==> src/rtl/serial_word_comparator.sv <==
// serial_word_comparator: digit-serial (MSB-first) signed/unsigned g/e/l comparator.
// Optional SERIAL_CMP_EARLY_EXIT_EN ends the compare on the first deciding digit.
`default_nettype none

module serial_word_comparator #(
  parameter int WIDTH = 16,
  parameter int DIGIT = 4
) (
  input  logic             clk_i,
  input  logic             rst_ni,
  input  logic             start_i,
  input  logic             in_valid_i,
  input  logic             signed_mode_i,
  input  logic [DIGIT-1:0] a_i,
  input  logic [DIGIT-1:0] b_i,
  output logic             busy_o,
  output logic             done_o,
  output logic             g_o,
  output logic             e_o,
  output logic             l_o
);

  localparam int             NDIG   = WIDTH / DIGIT;
  localparam int             CW     = (NDIG > 1) ? $clog2(NDIG) : 1;
  localparam logic [CW-1:0]  LAST   = CW'(NDIG - 1);
  localparam logic [CW-1:0]  FIRST  = (NDIG > 1) ? CW'(1) : CW'(0);
  localparam logic           SINGLE = (NDIG == 1);

  typedef enum logic {
    IDLE = 1'b0,
    RUN  = 1'b1
  } state_e;

  state_e          state_q;
  logic [CW-1:0]   cnt_q, cnt_d;
  logic            busy_q, done_q;
  logic            g_q, e_q, l_q;
  logic            g_d, e_d, l_d;

  logic             accept;
  logic             last_digit;
  logic             early;
  logic             finish;
  logic [DIGIT-1:0] da, db;

  always_comb begin
    accept = start_i | ((state_q == RUN) & in_valid_i);

    // Offset-binary: flipping the sign bit makes the MSB digit compare as unsigned.
    da = a_i;
    db = b_i;
    if (start_i && signed_mode_i) begin
      da[DIGIT-1] = ~a_i[DIGIT-1];
      db[DIGIT-1] = ~b_i[DIGIT-1];
    end

    g_d = g_q;
    e_d = e_q;
    l_d = l_q;
    if (accept && (start_i || e_q)) begin
      g_d = (da > db);
      e_d = (da == db);
      l_d = (da < db);
    end

    last_digit = start_i ? SINGLE : (cnt_q == LAST);
`ifdef SERIAL_CMP_EARLY_EXIT_EN
    early = g_d | l_d;
`else
    early = 1'b0;
`endif
    finish = accept & (last_digit | early);

    cnt_d = cnt_q;
    if (start_i) begin
      cnt_d = FIRST;
    end else if (accept && (cnt_q != LAST)) begin
      cnt_d = cnt_q + CW'(1);
    end
  end

  always_ff @(posedge clk_i or negedge rst_ni) begin
    if (!rst_ni) begin
      state_q <= IDLE;
      cnt_q   <= '0;
      busy_q  <= 1'b0;
      done_q  <= 1'b0;
      g_q     <= 1'b0;
      e_q     <= 1'b1;
      l_q     <= 1'b0;
    end else begin
      cnt_q  <= cnt_d;
      g_q    <= g_d;
      e_q    <= e_d;
      l_q    <= l_d;
      done_q <= finish;
      if (finish) begin
        state_q <= IDLE;
        busy_q  <= 1'b0;
      end else if (start_i) begin
        state_q <= RUN;
        busy_q  <= 1'b1;
      end
    end
  end

  assign busy_o = busy_q;
  assign done_o = done_q;
  assign g_o    = g_q;
  assign e_o    = e_q;
  assign l_o    = l_q;

endmodule

`default_nettype wire
==> config.mk <==
export PLATFORM = sky130hd
export DESIGN_NAME = serial_word_comparator
export DESIGN_NICKNAME = d
export VERILOG_FILES = /design/src/rtl/serial_word_comparator.sv
export SDC_FILE = /design/constraint.sdc
export NUM_CORES = 1
export LEC_CHECK = 0
export ABC_AREA = 1
export CORE_AREA = 2 2 39 41
export DETAILED_ROUTE_END_ITERATION = 8
export DIE_AREA = 0 0 41 43
export PLACE_DENSITY = 0.76
export SYNTH_ARGS = -nofsm -noshare
export SYNTH_HDL_FRONTEND = slang
export SYNTH_SLANG_ARGS = --single-unit
==> constraint.sdc <==
create_clock -name clk_i -period 3.3 [get_ports clk_i]
set_input_delay 0.66 -clock clk_i [delete_from_list [all_inputs] [get_ports clk_i]]
set_output_delay 0.66 -clock clk_i [all_outputs]
set_load 0.01 [all_outputs]
* Word-level counts from Yosys, hierarchy flattened *
Index checks and enable logic that the tools add are counted.

cells by class
  add/sub/neg operators = 1
  equal/unequal tests = 3
  magnitude comparators = 2
  bitwise gates (word level) = 5
  reductions and logical operators = 6
  mux-type cells = 7

operators with widths
  cell                                                           count
  1-bit 2-to-1 mux                                               5
  4-bit equality test                                            1
  4-bit > comparator                                             1
  4-bit less-than comparator                                     1
  2-bit 2-to-1 mux                                               2
  2-bit nonzero test                                             2
  1-bit logical AND                                              3
  2-bit by 1-bit adder with 2-bit output, second input constant  1
  1-bit bitwise AND                                              2
  2-bit equality test, second input constant                     1
  2-bit != test, second input constant                           1
  1-bit inverter                                                 2
  1-bit logical OR                                               1
  1-bit OR                                                       1

word-level totals
  register bits = 7
  bits of input ports = 13
  output and inout bits = 5

* Depth between registers and ports, before layout *
  depth after elaboration = 5
  mapped depth = 9
  depth with buffers taken out = 9

* Least setup slack after synthesis *
No wires, ideal clock.

  path type = in2reg
  start = in b_i[1]
  end = reg g_q (netlist: g_o)
  setup time = 118 ps
  slack = 1885 ps
  arrival = 1298 ps
  stages on the path = 8
  data required time = 3182 ps
  path through = inv_1 ha_1 nand2_1 nand2_1 nand3_1 nand2_1 nor2_1 nor2_1

between the ends
  cells in the longest elaborated chain, start to end = 1

RTL lines
  what                    line  source
  start: declaration      15    input logic [DIGIT-1:0] b_i,
  4-bit > comparator      61    g_d = (da > db);
  end signal: assignment  93    g_q <= g_d;
  end: declaration        37    logic g_q, e_q, l_q;

No other way between the ends.
A chain may end at the register's enable or synchronous reset.

* Worst setup path after layout *
  start = reg e_q (netlist: e_o)
  end = out e_o

RTL lines
  what                      line  source
  start: declaration        37
  start signal: assignment  89    e_q <= 1'b1;
  start signal: assignment  94    e_q <= e_d;
  end: declaration          19    output logic e_o,

No word-level cell between the ends.

==> results.md <==
* Setup Crit Path Kind: reg2out
* Clock sink count at 7
* Pwr/cell area at 422 nW/um2
* Setup ws final at 1.31 ns
* GP Congestion at 0.703
* Gr usage total at 11.4%
* Static Leak at 0.324 nW
* Max-slew violations at 0
* Worst-path clk slew at 0.05 ns
* Post-DP HPWL at 676 um
* Pin count of the biggest net entering global routing at 8
* Initial core utilization at 31.7%
* Worst path required time at 2.64 ns
* Io pins at 18
* PostCTS Resize Cnt at 0
* Vias per cell at 4.32
* Crit. path cell count at 1
* Yosys cell types at 15
* Routed vias at 410
* Layout Skew at 0.00233 ns
* Crit-path cells: clkdlybuf4s50_1
* Setup tns final at 0 ns
* Vias in the first global route at 340
* Post-DP Area at 629 um2
* CORE AREA at 1380 um2
* Cells after synthesis at 58
* Final wirelength at 823 um
* Fmax at 503 MHz
* Unrepaired setup endpoints after global routing: false
* Drt wl/cell at 8.66 um
* Flops & latches, synth at 7
* Worst VDD drop at 0.000138 V
* Antenna violations before repair at 0
* Worst hold path class: reg2reg
* Reg2reg setup slack at 2.15 ns
* Reg-to-reg endpoint: cnt_q[0]$_DFFE_PN0P_
* Post-route cell area at 656 um2
* Worst setup SP type: flop
* Count of final setup violators at 0
* TritonCTS Buffers at 3
* Final Hold Fails at 0
* Hold Startpoint: l_o$_DFFE_PN0P_
* FP Rows at 14
* WHS Endpoint: l_o$_DFFE_PN0P_
* Drt initial violations at 6
* Diode count at 0
* Slew HR at 78.7%
* Top cell family by delay on the critical path: flip-flops
* CTS tree: built
* Grt total ovfl at 0
* Worst reg2reg path depth at 4
* Port bufs at 17
* DIE AREA at 1760 um2
* Crit-path max cell delay at 0.55 ns
* Critical path endpoint category: primary output
* Share of cells above drive strength 1 at 10.1%
* CP max FO at 3
* Post-synthesis sequential area ratio at 40.2%
* Worst slack, placed at 1.36 ns
* Status: finished, final reports clean
* CP max stage cell: dfstp_2
* Max_cap viols at 0
* Min Clock Period, post-route at 1.99 ns
* # DRC at 0
* H-Tree Depth at 1
* Netlist Area Pre-Place at 439 um2
* Worst path bufs/invs at 1
* Hold depth at 2
* Longest Clk Path Bufs at 2
* Clk root buf: clkbuf_4
* Skew-Pair Late Insertion Delay at 0.25 ns
* CP arrival at 1.33 ns
* Die Y at 43 um
* Hold_buf cts at 0
* Worst r2r src: cnt_q[0]$_DFFE_PN0P_
* Synthesized Nets at 75
* Area growth, synth to finish at 49.3%
* Post-route ant nets at 0
* Total power at 0.277 mW
* Die extent in x at 41 um
* Warnings from Yosys at 0
* Detailed-router iteration count before antenna repair at 4
* Worst Tran Pin Value at 0.319 ns
* Setup Buffers After CTS at 0
* First-pass GRT wire length at 1300 um
* Syn_area_per_cell at 7.57 um2
* Fin crit share at 60.3%
* Nets at 97
-- cell type report --
| cell class | instances | area (um2) |
|---|---|---|
| clock buffer | 4 | 26.3 |
| fill | 140 | 728 |
| inverter | 13 | 48.8 |
| multi-input combinational | 38 | 214 |
| sequential | 7 | 176 |
| tap | 16 | 20.0 |
| timing repair buffer | 17 | 170 |
-- cells in the final DEF (no fill, tap or decap) --
cell type and n:
a21oi_1 1, clkbuf_1 1, clkbuf_4 3, clkdlybuf4s50_1 17, dfrtp_1 6, dfstp_2 1
ha_1 4, inv_1 12, inv_2 1, nand2_1 14, nand2_2 1, nand3_1 6
nor2_1 6, o21a_1 1, o21ai_0 1, o21ai_1 2, o21ai_2 1, o21ai_4 1
-- stage by stage --
stage          util (%)  hold WS, ns  instances
3_5_place_dp       45.5        0.484         91
2_1_floorplan         -        0.364         58
3_3_place_gp       45.5        0.470         91
6_report           47.4        0.497         95
5_1_grt            47.4        0.535         95
4_1_cts            47.4        0.495         95
-- cell families (layout without fill, tap and decap cells) --
family / count (synthesis) / after routing / synth area share (%)
AND/OR/NAND/NOR: 27 / 27 / 25.4
flip-flops: 7 / 7 / 40.2
AO/OA/AOI/OAI: 7 / 7 / 12.0
adder cells (fa/ha/maj): 4 / 4 / 11.4
buffers and inverters: 13 / 34 / 11.1
-- power breakdown --
group | internal (mW) | total [mW] | switching [mW]
Sequential | 0.102 | 0.112 | 0.0103
Clock | 0.0462 | 0.0779 | 0.0317
Combinational | 0.0468 | 0.0868 | 0.0400
Total | 0.195 | 0.277 | 0.0820
-- routing by layer --
| metal | GRT usage (%) | vias to the layer above | part of all wire [%] |
|---|---|---|---|
| li1 | - | 221 | - |
| met4 | 12.0 | 0 | 3.5 |
| met3 | 1.57 | 4 | 5.3 |
| met2 | 15.3 | 16 | 44 |
| met1 | 13.9 | 169 | 47 |
| met5 | 0 | - | 0 |
-- sequential cells by signal, summed over array words and instances (netlist names) --
signal	flops
busy_o	1
cnt_q	2
done_o	1
e_o	1
g_o	1
l_o	1
-- worst reg2reg max path: cells and delay by family, from the launching register on --
kind	cells	cell delay, ns
DFF	1	0.40
AOI/OAI and AO/OA	2	0.32
adders and majority gates	1	0.23
and+or+nand+nor	1	0.09
-- worst max path at each step --
stage | from | slack (ns) | to
2_1_floorplan | b_i[1] | 1.88 | g_o$_DFFE_PN0P_
3_3_place_gp | b_i[1] | 1.38 | g_o$_DFFE_PN0P_
3_5_place_dp | b_i[1] | 1.36 | g_o$_DFFE_PN0P_
4_1_cts | e_o$_DFFE_PN1P_ | 1.30 | e_o
5_1_grt | e_o$_DFFE_PN1P_ | 1.27 | e_o
6_report | e_o$_DFFE_PN1P_ | 1.31 | e_o
-- cell usage after synthesis --
master | count | share of area (%)
nand2_1 | 14 | 12
inv_1 | 12 | 10
dfrtp_1 | 6 | 34
nand3_1 | 6 | 6.8
nor2_1 | 6 | 5.1
ha_1 | 4 | 11
o21ai_1 | 2 | 2.3
a21oi_1 | 1 | 1.1
dfstp_2 | 1 | 6.0
inv_2 | 1 | 0.85
nand2_2 | 1 | 1.4
o21a_1 | 1 | 1.7
o21ai_0 | 1 | 1.1
o21ai_2 | 1 | 2.0
o21ai_4 | 1 | 3.7
Note: power is estimated with default switching activity, not from simulation.
